[src/rtl/idu_pkg.sv]
// idu_pkg: shared op classes, RV32I opcodes, immediate formats and the decoded-field bundle
package idu_pkg;
  typedef enum logic [3:0] {
    LUI     = 4'h0,
    AUIPC   = 4'h1,
    JAL     = 4'h2,
    JALR    = 4'h3,
    BRANCH  = 4'h4,
    LOAD    = 4'h5,
    STORE   = 4'h6,
    OPIMM   = 4'h7,
    OP      = 4'h8,
    FENCE   = 4'h9,
    SYSTEM  = 4'hA,
    ILLEGAL = 4'hF
  } op_e;

  localparam logic [6:0] OPC_LUI    = 7'b0110111;
  localparam logic [6:0] OPC_AUIPC  = 7'b0010111;
  localparam logic [6:0] OPC_JAL    = 7'b1101111;
  localparam logic [6:0] OPC_JALR   = 7'b1100111;
  localparam logic [6:0] OPC_BRANCH = 7'b1100011;
  localparam logic [6:0] OPC_LOAD   = 7'b0000011;
  localparam logic [6:0] OPC_STORE  = 7'b0100011;
  localparam logic [6:0] OPC_OPIMM  = 7'b0010011;
  localparam logic [6:0] OPC_OP     = 7'b0110011;
  localparam logic [6:0] OPC_FENCE  = 7'b0001111;
  localparam logic [6:0] OPC_SYSTEM = 7'b1110011;

  typedef enum logic [2:0] {
    IMM_I,
    IMM_S,
    IMM_B,
    IMM_U,
    IMM_J,
    IMM_NONE
  } imm_fmt_e;

  typedef struct packed {
    op_e         op;
    logic [2:0]  funct3;
    logic        funct7b5;
    logic [4:0]  rd;
    logic [4:0]  rs1;
    logic [4:0]  rs2;
    logic [31:0] imm;
    logic        illegal;
  } dec_t;

  // Contents of the output register while in reset: no entry, op reads as ILLEGAL.
  localparam dec_t DEC_RESET = '{
    op: ILLEGAL, funct3: 3'd0, funct7b5: 1'b0, rd: 5'd0, rs1: 5'd0, rs2: 5'd0,
    imm: 32'd0, illegal: 1'b0
  };

  // Sign-extended immediate assembled from the scattered RV32I bit fields.
  function automatic logic [31:0] gen_imm(input logic [31:0] inst, input imm_fmt_e fmt);
    return fmt == IMM_I ? {{20{inst[31]}}, inst[31:20]} :
           fmt == IMM_S ? {{20{inst[31]}}, inst[31:25], inst[11:7]} :
           fmt == IMM_B ? {{19{inst[31]}}, inst[31], inst[7], inst[30:25], inst[11:8], 1'b0} :
           fmt == IMM_U ? {inst[31:12], 12'b0} :
           fmt == IMM_J ? {{11{inst[31]}}, inst[31], inst[19:12], inst[20], inst[30:21], 1'b0} :
           32'd0;
  endfunction
endpackage

[src/rtl/idu_inst_decoder.sv]
// idu_inst_decoder: combinational RV32I field and immediate decode of one instruction word
module idu_inst_decoder
  import idu_pkg::*;
(
  input  logic [31:0] i_inst,
  output dec_t        o_dec
);
  op_e        w_op;
  imm_fmt_e   w_fmt;
  logic [7:0] w_f3_ok;
  logic       w_use_rd;
  logic       w_use_rs1;
  logic       w_use_rs2;
  logic       w_legal;

  // classify the opcode: op class, immediate format, register usage and the set of valid funct3 values
  always_comb begin
    w_op      = ILLEGAL;
    w_fmt     = IMM_NONE;
    w_f3_ok   = 8'h00;
    w_use_rd  = 1'b0;
    w_use_rs1 = 1'b0;
    w_use_rs2 = 1'b0;
    case (i_inst[6:0])
      OPC_LUI:    begin w_op = LUI;    w_fmt = IMM_U;    w_f3_ok = 8'hFF; w_use_rd = 1'b1; end
      OPC_AUIPC:  begin w_op = AUIPC;  w_fmt = IMM_U;    w_f3_ok = 8'hFF; w_use_rd = 1'b1; end
      OPC_JAL:    begin w_op = JAL;    w_fmt = IMM_J;    w_f3_ok = 8'hFF; w_use_rd = 1'b1; end
      OPC_JALR:   begin w_op = JALR;   w_fmt = IMM_I;    w_f3_ok = 8'h01; w_use_rd = 1'b1; w_use_rs1 = 1'b1; end
      OPC_BRANCH: begin w_op = BRANCH; w_fmt = IMM_B;    w_f3_ok = 8'hF3; w_use_rs1 = 1'b1; w_use_rs2 = 1'b1; end
      OPC_LOAD:   begin w_op = LOAD;   w_fmt = IMM_I;    w_f3_ok = 8'h37; w_use_rd = 1'b1; w_use_rs1 = 1'b1; end
      OPC_STORE:  begin w_op = STORE;  w_fmt = IMM_S;    w_f3_ok = 8'h07; w_use_rs1 = 1'b1; w_use_rs2 = 1'b1; end
      OPC_OPIMM:  begin w_op = OPIMM;  w_fmt = IMM_I;    w_f3_ok = 8'hFF; w_use_rd = 1'b1; w_use_rs1 = 1'b1; end
      OPC_OP:     begin w_op = OP;     w_fmt = IMM_NONE; w_f3_ok = 8'hFF; w_use_rd = 1'b1; w_use_rs1 = 1'b1; w_use_rs2 = 1'b1; end
      OPC_FENCE:  begin w_op = FENCE;  w_fmt = IMM_I;    w_f3_ok = 8'h01; w_use_rd = 1'b1; w_use_rs1 = 1'b1; end
      OPC_SYSTEM: begin w_op = SYSTEM; w_fmt = IMM_I;    w_f3_ok = 8'hEF; w_use_rd = 1'b1; w_use_rs1 = 1'b1; end
      default:    ;
    endcase
  end

  assign w_legal = (i_inst[1:0] == 2'b11) && (w_op != ILLEGAL) && w_f3_ok[i_inst[14:12]];

  // Illegal words keep the raw funct fields for trap reporting but carry no registers or immediate.
  assign o_dec = '{
    op:       w_legal ? w_op : ILLEGAL,
    funct3:   i_inst[14:12],
    funct7b5: i_inst[30],
    rd:       (w_legal && w_use_rd)  ? i_inst[11:7]  : 5'd0,
    rs1:      (w_legal && w_use_rs1) ? i_inst[19:15] : 5'd0,
    rs2:      (w_legal && w_use_rs2) ? i_inst[24:20] : 5'd0,
    imm:      w_legal ? gen_imm(i_inst, w_fmt) : 32'd0,
    illegal:  ~w_legal
  };
endmodule

[src/rtl/idu_decode_stage.sv]
// idu_decode_stage: single-entry decode register between fetch FIFO and EXU with early JAL redirect
module idu_decode_stage
  import idu_pkg::*;
#(
  parameter logic [31:0] RESET_PC = 32'h30000000
) (
  input  logic        clock,
  input  logic        reset,
  input  logic        flush,
  input  logic        in_valid,
  output logic        in_ready,
  input  logic [31:0] in_inst,
  input  logic [31:0] in_pc,
  input  logic [31:0] in_pred_pc,
  input  logic        in_pred_res,
  output logic        out_valid,
  input  logic        out_ready,
  output logic [31:0] out_pc,
  output logic [31:0] out_pred_pc,
  output logic        out_pred_res,
  output op_e         out_op,
  output logic [2:0]  out_funct3,
  output logic        out_funct7b5,
  output logic [4:0]  out_rd,
  output logic [4:0]  out_rs1,
  output logic [4:0]  out_rs2,
  output logic [31:0] out_imm,
  output logic        out_illegal,
  output logic        redirect_valid,
  output logic [31:0] redirect_pc
);
  dec_t        w_dec;
  logic        w_accept;
  logic        w_jal_mis;
  logic [31:0] w_jal_tgt;

  logic        r_valid;
  logic        r_redirect;
  logic [31:0] r_redirect_pc;
  logic [31:0] r_pc;
  logic [31:0] r_pred_pc;
  logic        r_pred_res;
  dec_t        r_dec;

  idu_inst_decoder u_dec (
    .i_inst (in_inst),
    .o_dec  (w_dec)
  );

  // A pending redirect blocks intake so the wrong-path bundle behind the JAL is never taken.
  assign in_ready  = (~r_valid | out_ready) & ~r_redirect & ~flush & ~reset;
  assign w_accept  = in_valid & in_ready;
  assign w_jal_tgt = in_pc + w_dec.imm;
  assign w_jal_mis = (w_dec.op == JAL) && ((in_pred_pc != w_jal_tgt) || !in_pred_res);

  // output register, handshake state and the one-cycle redirect pulse
  always_ff @(posedge clock) begin
    if (reset) begin
      r_valid       <= 1'b0;
      r_redirect    <= 1'b0;
      r_redirect_pc <= 32'd0;
      r_pc          <= RESET_PC;
      r_pred_pc     <= RESET_PC;
      r_pred_res    <= 1'b0;
      r_dec         <= DEC_RESET;
    end else begin
      r_valid    <= flush ? 1'b0 : w_accept ? 1'b1 : out_ready ? 1'b0 : r_valid;
      r_redirect <= w_accept & w_jal_mis;
      if (w_accept && w_jal_mis) r_redirect_pc <= w_jal_tgt;
      if (w_accept) begin
        r_dec      <= w_dec;
        r_pc       <= in_pc;
        r_pred_pc  <= w_jal_mis ? w_jal_tgt : in_pred_pc;
        r_pred_res <= in_pred_res | w_jal_mis;
      end
    end
  end

  assign out_valid      = r_valid;
  assign out_pc         = r_pc;
  assign out_pred_pc    = r_pred_pc;
  assign out_pred_res   = r_pred_res;
  assign out_op         = r_dec.op;
  assign out_funct3     = r_dec.funct3;
  assign out_funct7b5   = r_dec.funct7b5;
  assign out_rd         = r_dec.rd;
  assign out_rs1        = r_dec.rs1;
  assign out_rs2        = r_dec.rs2;
  assign out_imm        = r_dec.imm;
  assign out_illegal    = r_dec.illegal;
  assign redirect_valid = r_redirect;
  assign redirect_pc    = r_redirect_pc;
endmodule

[config.mk]
export PLATFORM = sky130hd
export DESIGN_NAME = idu_decode_stage
export DESIGN_NICKNAME = d
export VERILOG_FILES = /design/src/rtl/idu_pkg.sv /design/src/rtl/idu_inst_decoder.sv /design/src/rtl/idu_decode_stage.sv
export SDC_FILE = /design/constraint.sdc
export NUM_CORES = 1
export LEC_CHECK = 0
export CAP_MARGIN = 20
export CORE_UTILIZATION = 44
export CTS_CLUSTER_DIAMETER = 40
export CTS_CLUSTER_SIZE = 14
export DETAILED_ROUTE_END_ITERATION = 12
export PLACE_DENSITY = 0.89
export SLEW_MARGIN = 20
export SYNTH_ARGS = -nofsm -noshare
export SYNTH_HDL_FRONTEND = slang
export SYNTH_SLANG_ARGS = --single-unit
[constraint.sdc]
create_clock -name clock -period 5.91 [get_ports clock]
set_input_delay 1.182 -clock clock [delete_from_list [all_inputs] [get_ports clock]]
set_output_delay 1.182 -clock clock [all_outputs]
set_load 0.005 [all_outputs]
==> results.sh, run 1 <==
export IMPL_fillerInstances=1536
export IMPL_cts_buffers_inserted=17
export IMPL_setup_worst_path_start="in_inst[2]"
export IMPL_place_area_um2=13900
export IMPL_fin_crit_ns=5.77
export IMPL_insertion_delay_ns=0.44
export IMPL_dr_pass1_iters=6
export IMPL_fin_area_um2=15200
export IMPL_rows=53
export IMPL_path_delay_family="compound AO/OA/AOI/OAI gates"
export IMPL_worst_pin_slew_ns=1.07
export IMPL_p_total_uw=2750
export IMPL_status="completed"
export IMPL_syn_area_per_cell_um2=7.53
export IMPL_cp_num_buf_inv=6
export IMPL_num_vias=11700
export IMPL_rr_startpoint="out_valid"
export IMPL_drtIter0Drc=1138
export IMPL_synth_area_top_cells="dfxtp_1 33%, nand2_1 9.2%, a21oi_1 8.9%"
export IMPL_die_w_um=148
export IMPL_cpMaxStageDelayCell="ha_1"
export IMPL_syn_cell_area_um2=9380
export IMPL_start_util_pct=44.8
export IMPL_cp_cell_sequence="dlygate4sd2_1 -> buf_6 -> maj3_1 -> or3_4 -> a21oi_4 -> buf_4 -> nand2_4 -> buf_4 -> a21oi_1 -> ha_1 -> a21oi_1 -> o221ai_1 -> a31oi_1 -> buf_4 -> o21ai_1 -> xnor2_1 -> a2111oi_2 -> nand4_1 -> o21a_2 -> bufbuf_16 -> nand3_1 -> a31oi_1"
export IMPL_async_flop_share_pct=0
export IMPL_clk_pin_slew_worst_paths_ns=0.07
export IMPL_vdd_drop_max_mv=0.206
export IMPL_num_nets_final=1837
export IMPL_clock_sinks=155
export IMPL_drc_errors=0
export IMPL_synth_main_ff_cell="dfxtp_1"
export IMPL_seq_area_um2=3100
export IMPL_multi_input_area_um2=6320
export IMPL_grt_usage_pct=34.9
export IMPL_p_leak_uw=0.00585
export IMPL_viasPerCell=5.88
export IMPL_syn_instance_count=1245
export IMPL_hold_viol_final=0
export IMPL_synth_largest_area_cell="dfxtp_1"
export IMPL_instances_no_fill=1991
export IMPL_synth_edf_count=0
export IMPL_drive_gt1_share_pct=24.1
export IMPL_critical_path_class="input pin to register"
export IMPL_grt_overflow_total=0
export IMPL_tritoncts="done"
export IMPL_antenna_found_initial=0
export IMPL_portBuffers=257
export IMPL_grt_first_pass_wirelength_mm=60.0
export IMPL_gp_congestion=1.01
export IMPL_cpMostUsedCell="buf_4"
export IMPL_required_ns=6.21
export IMPL_cts_max_path_buffers=2
export IMPL_max_freq_ghz=0.173
export IMPL_drv_cap=0
export IMPL_clock_skew_ns=0.0105
export IMPL_hold_class="register to register"
export IMPL_ctsHtreeMaxLevel=4
export IMPL_slew_violations=0
export IMPL_grt_pass1_vias=11200
export IMPL_crit_fanout=16
export IMPL_yosysTopAreaCellShare_pct=33.1
export IMPL_yosys_warnings=0
export IMPL_dieHeight_um=148
export IMPL_wire_per_inst_um=19.5
export IMPL_wl_mm=38.9
export IMPL_ys_seq_area_share_pct=33.1
export IMPL_dp_final_hpwl_mm=29.0
export IMPL_ys_seq_elements=155
export IMPL_cts_root_buffer="clkbuf_16"
export IMPL_core_um2=21000
export IMPL_holdWs_ns=0.454
export IMPL_diodes=0
export IMPL_slew_headroom_pct=28.9
export IMPL_worst_ep_arrival_time_ns=6.08
export IMPL_end_kind="register"
export IMPL_place_inst=1945
export IMPL_syn_nets=1379
export IMPL_grt_max_degree=91
export IMPL_min_from="out_pc[10]"
export IMPL_powerDensity_nw_per_um2=182
export IMPL_io_pins=258
export IMPL_critPathMaxStageDelay_ns=0.36
export IMPL_postRouteAntennaNets=0
export IMPL_worstSetupStartpointType="input pin"
export IMPL_die_area_um2=21900
export IMPL_setup_viol=0
export IMPL_yosysUniqueCellTypes=78
export IMPL_fin_crit_sh_pct=97.7
export IMPL_areaGrowthSynthToFinish_pct=61.6
## stage by stage
step	TNS [ns]	util [%]	setup slack, ns
final	0	72.3	0.137
after CTS	0	70.8	0.00915
after floorplan	0	-	0.0165
after detailed placement	-40.13	66.4	-0.746
after global placement	-35.83	66.4	-0.656
after global routing	-0.0566	72.3	-0.0169
## registers in the layout (all words and copies together), names as in the netlist
signal	flops
out_funct3	3
out_rd	5
out_illegal	1
redirect_valid	1
out_op	4
out_rs1	5
out_imm	32
out_pred_pc	32
out_valid	1
out_funct7b5	1
out_pred_res	1
out_pc	32
redirect_pc	32
out_rs2	5
## repair_timing
action	in CTS	in global routing
hold buffers	0	0
pin swaps	23	20
gates resized for setup	63	62
buffers inserted	7	5
endpoints found under the setup margin	63	63
gates cloned	2	0
## worst paths after layout
| path | end | slack, ns | cells after the start |
|---|---|---|---|
| hold / removal | out_pc[10] | 0.45 | 2 |
| setup reg to reg | out_rs2[1] | 3.07 | 7 |
| hold reg to reg | out_pc[10] | 0.45 | 2 |
| setup / recovery | out_pred_pc[18] | 0.14 | 22 |
## synthesized netlist by cell type, types with 5 or more instances
cell type and number:
a31oi_1 18, or2_2 5, xor2_1 26, buf_2 16, nand4_1 21, dfxtp_1 155, nand2_1 231, a211oi_1 10
o22ai_1 7, mux2i_1 12, a22oi_1 34, ha_1 31, or4_1 5, a21o_1 11, nor3_1 18, nand2b_1 10
o21a_1 10, o221ai_1 6, and2_1 14, nand3b_1 6, clkbuf_1 73, nor4_1 6, a21oi_1 166, or3_1 8
nor2b_1 6, o21ai_0 66, nor2_1 75, o2bb2ai_1 6, and3_1 5, xnor2_1 25, xnor3_1 6, o211ai_1 10
inv_1 14, nand3_1 50, and4_1 6, o21ai_1 5
## metal layers
metal,track usage (%),part of all wire (%)
met3,6.64,8.9
met5,0,0
met4,18.0,4.7
met1,44.8,41
met2,55.4,45
## report_power, final
part	switching, uW	internal [uW]
Sequential	11.2	1060
Clock	504	642
Combinational	270	262
## layout by cell type (no fill, tap or decap), types with 7 or more instances in the layout
cell / count
inv_1: 14
ha_1: 21
a31oi_1: 17
a21oi_2: 21
nor3_1: 15
o21ai_1: 8
nand2b_1: 10
xor2_1: 24
clkdlybuf4s50_1: 247
a211oi_1: 8
a22oi_1: 34
a21o_1: 10
nand2_1: 227
and2_1: 7
o211ai_1: 10
xnor2_1: 24
buf_4: 269
clkbuf_16: 17
mux2i_1: 11
a21oi_1: 142
nand3_1: 50
nand4_1: 21
o21ai_0: 60
dfxtp_1: 155
o21a_1: 8
nor2_1: 72
ha_4: 7
## logic make-up after synthesis
group           count (synthesis)  synth area share [%]
simple gates                  481                  23.9
compound gates                396                  26.1
flops                         155                  33.1
buf+inv                       111                  4.94
xor+xnor                       57                  6.20
fa+ha+maj                      33                  4.46
mux                            12                  1.28
## final cells by class
cell class	instances	area share (%)
clock inverters	14	1.15
multi-input cells	979	41.7
well taps	275	2.27
clock buffers	18	2.83
repair buffers	535	31.2
flip-flops and latches	155	20.5
inverters	15	0.372
## tightest hold or removal path, delay by kind of cell, from the launching register on
family	cells	cell delay [ns]
compound gates	1	0.05
flops	1	0.31
simple gates	1	0.05
(Power assumes the default switching activity.)
==> inputs of run 2 (changes only) <==
GPL_ROUTABILITY_DRIVEN = 0   (was not set)
GPL_TIMING_DRIVEN = 0   (was not set)
==> results.sh, run 2 (same netlist as run 1, synthesis figures left out) <==
export IMPL_dr_pass1_iters=13
export IMPL_dieHeight_um=148
export IMPL_viasPerCell=6.75
export IMPL_drtIter0Drc=2063
export IMPL_die_area_um2=21900
export IMPL_start_util_pct=44.8
export IMPL_wl_mm=46.8
export IMPL_max_freq_ghz=0.155
export IMPL_use_met2_pct=57.0
export IMPL_layout_common_cells="245 x clkdlybuf4s50_1, 228 x nand2_1, 155 x dfxtp_1, 131 x a21oi_1, 75 x buf_4"
export IMPL_drv_cap=0
export IMPL_grt_max_degree=17
export IMPL_critPathMaxStageDelay_ns=0.66
export IMPL_hold_viol_final=0
export IMPL_grt_busiest_layer="met2"
export IMPL_setup_viol=63
export IMPL_dp_final_hpwl_mm=29.2
export IMPL_portBuffers=255
export IMPL_seqPwrFrac_pct=38.2
export IMPL_swShare_pct=28.7
export IMPL_cts_root_buffer="clkbuf_16"
export IMPL_fin_crit_ns=6.43
export IMPL_grt_first_pass_wirelength_mm=61.2
export IMPL_place_inst=1775
export IMPL_drive_gt1_share_pct=18.2
export IMPL_worst_pin_slew_ns=0.936
export IMPL_fin_area_um2=14600
export IMPL_tritoncts="done"
export IMPL_use_met3_pct=10.1
export IMPL_powerDensity_nw_per_um2=193
export IMPL_io_pins=258
export IMPL_p_clk_share_pct=42.9
export IMPL_hold_class="register to register"
export IMPL_worst_ep_arrival_time_ns=6.73
export IMPL_violations="design-rule violations, negative setup slack"
export IMPL_clock_skew_ns=0.0129
export IMPL_place_area_um2=12300
export IMPL_status="finished with violations"
export IMPL_switching_power_uw=808
export IMPL_final_setup_tns_ns=-22.61
export IMPL_instances_no_fill=1874
export IMPL_clk_pin_slew_worst_paths_ns=0.07
export IMPL_num_nets_final=1720
export IMPL_die_w_um=148
export IMPL_crit_fanout=10
export IMPL_clock_sinks=155
export IMPL_layout_setup_ws_ns=-0.523
export IMPL_areaGrowthSynthToFinish_pct=55.4
export IMPL_seq_area_um2=3100
export IMPL_postRouteAntennaNets=0
export IMPL_required_ns=6.20
export IMPL_grt_pass1_vias=11100
export IMPL_grt_usage_pct=36.4
export IMPL_num_vias=12700
export IMPL_fin_crit_sh_pct=109
export IMPL_vdd_drop_max_mv=0.191
export IMPL_worstSetupStartpointType="input pin"
export IMPL_p_comb_share_pct=18.9
export IMPL_slew_violations=0
export IMPL_grt_overflow_total=0
export IMPL_wire_per_inst_um=25.0
export IMPL_insertion_delay_ns=0.45
export IMPL_fillerInstances=1391
export IMPL_cts_buffers_inserted=17
export IMPL_rows=53
export IMPL_cpMaxStageDelayCell="nor4_2"
export IMPL_multi_input_area_um2=6720
export IMPL_p_leak_uw=0.00514
export IMPL_layout_commonest_cell="clkdlybuf4s50_1"
export IMPL_diodes=0
export IMPL_core_um2=21000
export IMPL_antenna_found_initial=0
export IMPL_cts_max_path_buffers=2
export IMPL_internal_power_uw=2000
export IMPL_slew_headroom_pct=37.6
export IMPL_cp_cell_sequence="clkbuf_2 -> nand4bb_4 -> or4_1 -> a32o_2 -> buf_8 -> clkbuf_16 -> nor2_4 -> ha_1 -> a21o_1 -> and4_1 -> nor2_2 -> o311ai_1 -> xor2_1 -> xor2_1 -> nor4_2 -> nand4_1 -> buf_4 -> o21a_4 -> buf_8 -> a22oi_1 -> a21oi_1"
export IMPL_gr_usage_met1_pct=42.7
export IMPL_drc_errors=1
export IMPL_end_kind="register"
export IMPL_post_place_ws_ns=-1.63
export IMPL_cts_hold_buf=0
export IMPL_critical_path_class="input pin to register"
export IMPL_ctsHtreeMaxLevel=4
run 2: critical path: cells and delay by family:
kind | cells | cell delay [ns]
buffers and inverters | 5 | 0.82
AOI/OAI and AO/OA | 6 | 1.37
adders and majority gates | 1 | 0.30
and+or+nand+nor | 7 | 2.56
xor gates and xnor gates | 2 | 0.49
run 2: path summary, 6_finish.rpt:
| kind | start | endpoint | slack, ns | cells past startpoint |
|---|---|---|---|---|
| worst min register to register | out_funct7b5 | out_funct7b5 | 0.46 | 2 |
| worst max-delay path | in_inst[3] | out_pred_pc[20] | -0.52 | 21 |
| worst min-delay path | out_funct7b5 | out_funct7b5 | 0.46 | 2 |
| worst max register to register | out_valid | out_funct3[0] | 2.99 | 8 |
run 2: what timing repair did:
| item | CTS | global route |
|---|---|---|
| setup endpoints to repair | 66 | 63 |
| pin swaps | 30 | 63 |
| gates cloned | 3 | 1 |
| gates resized for setup | 161 | 129 |
| buffers inserted | 29 | 45 |
run 2: power groups by stage:
| stage | clock network (uW) | logic, uW | registers, uW |
|---|---|---|---|
| final | 1210 | 532 | 1080 |
| after CTS | 1190 | 450 | 1070 |
| after floorplan | 0 | 209 | 1100 |
| after detailed placement | 0 | 411 | 1100 |
| after global placement | 0 | 402 | 1100 |
| after global routing | 1250 | 547 | 1080 |
run 2: area by class of cell:
type                       count  area share, %
clock inverter                12           1.29
inverter                      15          0.386
tap                          275           2.36
buffer                        85           3.80
multi-input combinational    979           46.1
timing repair buffer         333           21.8
clock buffer                  20           3.00
sequential                   155           21.3
run 2: through the flow:
stage,utilization (%),power [uW],hold slack [ns]
floorplan,-,1310,0.451
global placement,58.6,1500,0.442
detailed placement,58.6,1510,0.449
CTS,65.8,2720,0.457
global route,69.5,2870,0.468
finish,69.5,2810,0.458
run 2: metal layers:
layer	wire length [um]	part of all wire [%]	up-vias
met1	15700	34	5670
met5	0	0	-
met3	6910	15	475
met2	19900	43	1351
li1	-	-	5160
met4	4280	9.1	0
